`config.mk`:
```
export PLATFORM = sky130hd
export DESIGN_NAME = led_mode_ctrl
export DESIGN_NICKNAME = d
export VERILOG_FILES = /design/src/rtl/led_mode_pkg.sv /design/src/rtl/beep_pulse_gen.sv /design/src/rtl/led_mode_ctrl.sv
export SDC_FILE = /design/constraint.sdc
export NUM_CORES = 1
export LEC_CHECK = 0
export BUFFER_PORTS_ARGS = -buffer_cell sky130_fd_sc_hd__buf_2
export CAP_MARGIN = 20
export CORE_UTILIZATION = 50
export CTS_BUF_LIST = sky130_fd_sc_hd__clkbuf_2
export CTS_CLUSTER_DIAMETER = 200
export DETAILED_ROUTE_END_ITERATION = 10
export PLACE_DENSITY = 0.64
export SLEW_MARGIN = 15
export SYNTH_ARGS = -nofsm -noshare
export SYNTH_HDL_FRONTEND = slang
export SYNTH_SLANG_ARGS = --single-unit
```
`constraint.sdc`:
```
create_clock -name clk -period 3.2 [get_ports clk]
set_clock_uncertainty 0.2 [all_clocks]
set_input_delay 0.32 -clock clk [delete_from_list [all_inputs] [get_ports clk]]
set_output_delay 0.32 -clock clk [all_outputs]
set_load 0.1 [all_outputs]
```
`src/rtl/led_mode_pkg.sv`:
```
// Shared encodings for the gesture-driven LED mode controller: FSM states,
// gesture codes and LED effect codes.
package led_mode_pkg;

    typedef enum logic [2:0] {
        StIdle,
        StReady,
        StSelect,
        StSuccess,
        StCancel
    } state_e;

    localparam logic [3:0] GestUp    = 4'd1;
    localparam logic [3:0] GestDown  = 4'd2;
    localparam logic [3:0] GestLeft  = 4'd3;
    localparam logic [3:0] GestRight = 4'd4;
    localparam logic [3:0] GestFwd   = 4'd5;
    localparam logic [3:0] GestBack  = 4'd6;
    localparam logic [3:0] GestWave  = 4'd9;

    localparam logic [3:0] ValOff    = 4'd0;
    localparam logic [3:0] ValAll    = 4'd1;
    localparam logic [3:0] ValSingle = 4'd2;
    localparam logic [3:0] ValRun    = 4'd6;
    localparam logic [3:0] ValFlash  = 4'd7;

    function automatic logic [3:0] value_of(state_e st, logic [1:0] item);
        case (st)
            StReady:   return ValAll;
            StSelect:  return ValSingle + {2'b00, item};
            StSuccess: return ValRun;
            StCancel:  return ValFlash;
            default:   return ValOff;
        endcase
    endfunction

endpackage

```
`src/rtl/beep_pulse_gen.sv`:
```
// Retriggerable buzzer pulse: beep_en is high for exactly T_BEEP cycles
// starting at the edge that samples trigger; a new trigger restarts the count.
module beep_pulse_gen #(
    parameter int unsigned T_BEEP = 5_000_000
) (
    input  logic clk,
    input  logic rst_n,
    input  logic trigger,
    output logic beep_en
);

    localparam logic [31:0] BeepLast = (T_BEEP != 0) ? 32'(T_BEEP - 1) : 32'd0;

    logic [31:0] cnt;

    always_ff @(posedge clk or negedge rst_n) begin
        if (!rst_n) begin
            cnt     <= '0;
            beep_en <= 1'b0;
        end else if (trigger) begin
            cnt     <= BeepLast;
            beep_en <= (T_BEEP != 0);
        end else if (cnt != '0) begin
            cnt <= cnt - 32'd1;
        end else begin
            beep_en <= 1'b0;
        end
    end

endmodule

```
`src/rtl/led_mode_ctrl.sv`:
```
// Gesture-driven LED mode controller: walks IDLE/READY/SELECT/SUCCESS/CANCEL,
// drives the LED effect code and triggers a buzzer pulse on every accepted gesture.
module led_mode_ctrl
    import led_mode_pkg::*;
#(
    parameter int unsigned T_BEEP    = 5_000_000,
    parameter int unsigned T_SUCCESS = 100_000_000,
    parameter int unsigned T_CANCEL  = 50_000_000,
    parameter int unsigned T_IDLE_TO = 500_000_000
) (
    input  logic       clk,
    input  logic       rst_n,
    input  logic       gest_vld,
    input  logic [3:0] gest_code,
    output logic       gest_ack,
    output logic [3:0] value,
    output logic [1:0] item_sel,
    output logic       beep_en
);

    // Timer is loaded with hold-1 on entry and the state exits when it reads 0.
    localparam logic [31:0] HoldSuccess = 32'(T_SUCCESS - 1);
    localparam logic [31:0] HoldCancel  = 32'(T_CANCEL - 1);
    localparam logic [31:0] HoldIdleTo  = 32'(T_IDLE_TO - 1);

    state_e      state, state_d;
    logic [1:0]  item_sel_d;
    logic [31:0] timer, timer_d;
    logic        accept;

    always_comb begin
        accept     = 1'b0;
        state_d    = state;
        item_sel_d = item_sel;
        timer_d    = timer;

        if (gest_vld) begin
            case (state)
                StIdle: begin
                    if (gest_code == GestWave) begin
                        accept  = 1'b1;
                        state_d = StReady;
                    end
                end
                StReady, StSelect: begin
                    if (gest_code >= GestUp && gest_code <= GestRight) begin
                        accept     = 1'b1;
                        state_d    = StSelect;
                        item_sel_d = 2'(gest_code - GestUp);
                    end else if (gest_code == GestFwd && state == StSelect) begin
                        accept  = 1'b1;
                        state_d = StSuccess;
                    end else if (gest_code == GestBack) begin
                        accept  = 1'b1;
                        state_d = StCancel;
                    end
                end
                default: ;
            endcase
        end

        // An accepted gesture wins over a timeout expiring in the same cycle.
        if (accept) begin
            case (state_d)
                StSuccess: timer_d = HoldSuccess;
                StCancel:  timer_d = HoldCancel;
                default:   timer_d = HoldIdleTo;
            endcase
        end else if (state != StIdle) begin
            if (timer == '0) begin
                state_d    = StIdle;
                item_sel_d = 2'd0;
            end else begin
                timer_d = timer - 32'd1;
            end
        end
    end

    always_ff @(posedge clk or negedge rst_n) begin
        if (!rst_n) begin
            state    <= StIdle;
            timer    <= '0;
            item_sel <= 2'd0;
            value    <= ValOff;
            gest_ack <= 1'b0;
        end else begin
            state    <= state_d;
            timer    <= timer_d;
            item_sel <= item_sel_d;
            value    <= value_of(state_d, item_sel_d);
            gest_ack <= accept;
        end
    end

    beep_pulse_gen #(
        .T_BEEP(T_BEEP)
    ) u_beep (
        .clk    (clk),
        .rst_n  (rst_n),
        .trigger(accept),
        .beep_en(beep_en)
    );

endmodule

```
Word-level counts from Yosys, hierarchy flattened. Index checks and enable logic that the tools add are counted.

Bits in registers: 75. Output and inout port bits: 8. Input port bits: 7.

Reduce and logical (&&, ||, !) cells: 10. Muxes and demuxes: 30. Magnitude comparators: 2. Add/subtract/negate cells: 4. Equal/unequal tests: 13.

Operator list (count): 32-bit 2-to-1 mux (5); 32-bit by 1-bit subtractor with 32-bit output (second input constant) (2); 29-bit one-hot mux with 2 select lines (1); 32-bit logical NOT (1); 32-bit nonzero test (1); 3-bit 2-to-1 mux (8); 3-bit by 2-bit == test with 1-bit output (second input constant) (4); 2-bit 2-to-1 mux (6); 3-bit one-hot mux with 4 select lines (1); 4-bit by 3-bit == test with 1-bit output (second input constant) (2); 1-bit 2-to-1 mux (7); 3-bit by 1-bit == test with 1-bit output (second input constant) (2); 3-bit == test (second input constant) (2); 3-bit one-hot mux with 2 select lines (1); 4-bit == test (second input constant) (1); 4-bit by 1-bit >= comparator with 1-bit output (second input constant) (1); 4-bit by 3-bit <= comparator with 1-bit output (second input constant) (1); 2-bit inequality test (second input constant) (2); 2-bit nonzero test (2); 2-bit by 2-bit adder with 3-bit output (first input constant) (1); 3-bit logical NOT (1); 3-bit nonzero test (1); 1-bit logical AND (2); 1-bit one-hot mux with 2 select lines (1); other kinds (3) (3).

Logic depth before layout (Yosys ltp).
Word-level depth: 11. Depth in mapped cells: 10.

Hierarchy. From an unflattened synthesis, not the netlist that was laid out.

Cells, all modules: 455. Area total of the unflattened synthesis: 4394.2 µm².

Modules (own cells, without submodules): led_mode_ctrl (sequential area each 1026.0 µm², area each 2483.6 µm², cells each 269, times used 1); beep_pulse_gen (sequential area each 825.8 µm², area each 1910.6 µm², cells each 186, times used 1).

Worst setup path before layout. No wires, ideal clock.

Path type: input to register. Start point: input gest_code[0]. End point: register timer[26]. Buffers on the path: 1. Stages on the path: 10. Data required time: 2874 ps. Setup slack: 531 ps. Arrival: 2343 ps. Path through: inv_1 > ha_1 > nor3b_1 > or3_4 > a311oi_2 > nand3b_1 > o21a_1 > buf_6 > a21o_2 > a221o_1.

Longest elaborated chain between the ends: 9. Elaborated cells on any way between the ends: 26.

Ends and longest elaborated chain: start: declaration (line led_mode_ctrl.sv:14) `input logic [3:0] gest_code,`; 4-bit by 3-bit == test with 1-bit output, on equally long branches (line led_mode_ctrl.sv:53, led_mode_ctrl.sv:50); 3-bit 2-to-1 mux / 1-bit logical AND (equally long branches) (line led_mode_ctrl.sv:53, led_mode_ctrl.sv:50); 3-bit 2-to-1 mux (line led_mode_ctrl.sv:50) `end else if (gest_code == GestFwd && state == StSelect) begin`; 3-bit 2-to-1 mux (line led_mode_ctrl.sv:46) `if (gest_code >= GestUp && gest_code <= GestRight) begin`; 3-bit one-hot mux with 2 select lines (line led_mode_ctrl.sv:38) `case (state)`; 3-bit 2-to-1 mux (line led_mode_ctrl.sv:37) `if (gest_vld) begin`; 3-bit == test / 3-bit by 2-bit == test with 1-bit output (equally long branches) (line led_mode_ctrl.sv:64) `case (state_d)`; 29-bit one-hot mux with 2 select lines (line led_mode_ctrl.sv:64); 32-bit 2-to-1 mux (line led_mode_ctrl.sv:63) `if (accept) begin`; end signal: assignment (line led_mode_ctrl.sv:88) `timer <= timer_d;`; end: declaration (line led_mode_ctrl.sv:28) `logic [31:0] timer, timer_d;`.

Several ways; a longest one is shown, not always the timed one. A chain may end at the register's enable or synchronous reset.

Worst setup path after layout. Same ends and word-level chain as after synthesis.

==> metrics.cfg <==
[grt]
grt_pass1_vias=3213
grt_pass1_wl_um=14970
grt_max_degree=75
antenna_found_initial=0
gr-total-overflow=0
grt.total_usage_pct=22.49

[sta]
timing.final.crit_period_ns=2.992
rsz0062_at_grt=false
setup-tns-final_ns=0
fmax_ghz=0.3342
timing.hold.ws_ns=0.1006
finalSetupViolCount=0
slew_violations=0
worst_pin_slew_ns=0.9197
fin_crit_sh_pct=93.50
hold_viol=0
maxSlewHeadroom_pct=38.69

[worst_setup_path]
worstPathMaxFanout=10
crit_slowest_cell=dlygate4sd3_1
crit_chain=dlygate4sd3_1, buf_2, inv_1, ha_1, nor2b_1, or3_4, a311oi_2, nand3b_1, o21a_1, a21o_2, a221o_1
r2r_setup_slack_ns=0.40
max_stage_delay_ns=0.53
crit_arrival_ns=3.22
rr_startpoint=state[2]$_DFF_PN0_
rr_worst_depth=7
r2r-end=timer[26]$_DFFE_PN0P_
worst_setup_path_start_kind=primary input
path_class=in -> reg
setup.worst_path.end_class=flop
required_ns=3.43

[drt]
postRouteWirelength_um=8559
drcViolationCount=0
drt_iter0_markers=172
num_vias=3254
wl_per_cell_um=15.04
via_per_inst=5.719
drtAntennaViolNets=0
dr.pass1.iters=5

[floorplanning]
start_util_pct=52.13
rows=32
io_pins=15
core_area_um2=7767
chipHeight_um=91.99
die_w_um=91.99
die-area_um2=8461

[yosys]
syn-num-nets=452
yosysSeqAreaShare_pct=45.74
yosysWarnings=0
syn-instance-count=438
yosys_register_bits=74
syn_area_per_cell_um2=9.244
netlist_area_um2=4049
synthDistinctLibCells=59

[pwr]
p_sw_w=0.001180
p_seq_share_pct=47.7
ir_worst_vdd_mv=0.3507
clockPowerShare_pct=20.4
p_sw_share_pct=40.29
p_comb_share_pct=31.9
p_leak_nw=1.759
internal-power_w=0.001749
power.density_nw_per_um2=660.6

[cts]
cts.path.max_buffers=2
hold_buffers=3
clk_pin_slew_ns=0.20
ctsRootBufferMaster=clkbuf_2
clkSinkCount=74
htreeDepth=3
cts_tree=built
clk_latency_ns=0.52
cts_made_buffers=9
cts_resized=0
post_cts.repair.setup_buffers=0

[finish]
final_common_cell=dfrtp_1
post_route_cells_drive_above_1_share_pct=12.63
diodes=0
nets=477
fillers=730
areaGrowthSynthToFinish_pct=9.518
final_cell_mix=dfrtp_1 (74), nor2_1 (61), nand2_1 (43), xnor2_1 (31), nor3_1 (24)

[min_path]
hold_class=in -> reg
worstHoldPathCells=4
min_from=gest_vld
whs_endpoint=timer[19]$_DFFE_PN0P_

[flow_run]
maxCapViolations=0

[run_status]
outcome=complete, no violations

[placement]
gp_congestion=0.8409
hpwl_um=5946
port_buffers=13

## registers in the layout, summed over array words and instances (netlist names)
name and cells:
u_beep.cnt 32, state 3, u_beep.beep_en 1, gest_ack 1
value 3, timer 32, item_sel 2
## critical path: cells and delay by family
| family | cells | cell delay, ns |
|---|---|---|
| AO/OA/AOI/OAI | 4 | 1.30 |
| buffers and inverters | 3 | 0.76 |
| AND/OR/NAND/NOR | 3 | 0.64 |
| adder cells (fa/ha/maj) | 1 | 0.20 |
## cell families after synthesis
logic type	Yosys count	synth area share, %
AOI/OAI and AO/OA	67	10.82
DFF	74	45.74
adders and majority gates	7	2.163
and+or+nand+nor	226	30.04
xor gates and xnor gates	40	8.653
other	1	0.09262
buffers and inverters	23	2.503
## how the worst max path moves through the flow
stage | to | slack (ns) | cells past startpoint | from
global route | timer[26]$_DFFE_PN0P_ | 0.05 | 11 | gest_code[0]
floorplan | timer[26]$_DFFE_PN0P_ | 0.53 | 10 | gest_code[0]
finish | timer[26]$_DFFE_PN0P_ | 0.21 | 11 | gest_code[0]
detailed placement | timer[26]$_DFFE_PN0P_ | 0.19 | 10 | gest_code[1]
CTS | timer[26]$_DFFE_PN0P_ | 0.25 | 11 | gest_code[0]
global placement | timer[26]$_DFFE_PN0P_ | 0.27 | 10 | gest_code[0]
## power by group through the flow
stage | Combinational [W] | Sequential, W | Clock [W]
floorplan | 0.000586 | 0.00153 | 0
detailed placement | 0.000938 | 0.00141 | 0
CTS | 0.000942 | 0.00139 | 0.000619
global route | 0.00105 | 0.00143 | 0.000662
finish | 0.000935 | 0.00140 | 0.000598
global placement | 0.000914 | 0.00140 | 0
## routing by layer
layer / global-route usage [%] / vias to the layer above / part of all wire (%)
met3: 5.473 / 7 / 3.8
li1: - / 1612 / -
met2: 37.06 / 49 / 48
met1: 29.59 / 1586 / 47
met5: 0 / - / 0
met4: 6.120 / 0 / 0.89
## per-stage QoR
step	area [um^2]	instances	worst slack, ns	power, W	util (%)
4_1_cts	4434	569	0.2494	0.002955	57.09
2_1_floorplan	4049	438	0.5309	0.002120	-
5_1_grt	4434	569	0.04887	0.003146	57.09
3_5_place_dp	4269	551	0.1865	0.002350	54.96
3_3_place_gp	4269	551	0.2748	0.002317	54.96
6_report	4434	569	0.2079	0.002929	57.09
## area by class of cell
type	instances	area, um^2	share of cell area (%)
clock buffers	9	45.04	1.016
clock inverters	6	90.09	2.032
inverters	9	33.78	0.7619
multi-input cells	341	2098	47.32
flip-flops and latches	74	1852	41.76
well taps	102	127.6	2.878
repair buffers	28	187.7	4.233
## synthesized netlist by cell type (all sizes together)
library cell	count	area share (%)
a211o	1	0.25
a211oi	2	0.37
a21o	2	0.40
a21oi	20	2.5
a221o	1	0.25
a311oi	1	0.37
a31oi	5	0.77
a32oi	1	0.22
a41oi	1	0.22
and2	2	0.31
and3	6	0.93
and3b	1	0.25
and4	2	0.43
buf	6	0.93
clkbuf	8	0.74
clkinv	1	0.093
conb	1	0.093
dfrtp	74	46
ha	7	2.2
inv	8	0.74
nand2	43	4.0
nand2b	1	0.34
nand3	20	2.5
nand3b	7	1.3
nand4	6	1.1
nand4b	3	0.65
nor2	63	5.9
nor2b	3	0.46
nor3	25	3.4
nor3b	5	0.93
nor4	14	2.5
nor4b	6	1.8
o211ai	4	0.74
o21a	5	0.93
o21ai	13	1.6
o21bai	1	0.19
o22ai	1	0.15
o31ai	6	1.1
o41a	2	0.56
o41ai	1	0.22
or2	6	0.93
or3	9	1.5
or4	4	0.83
xnor2	31	6.7
xor2	9	1.9
Power figures use the tool's default switching activity.
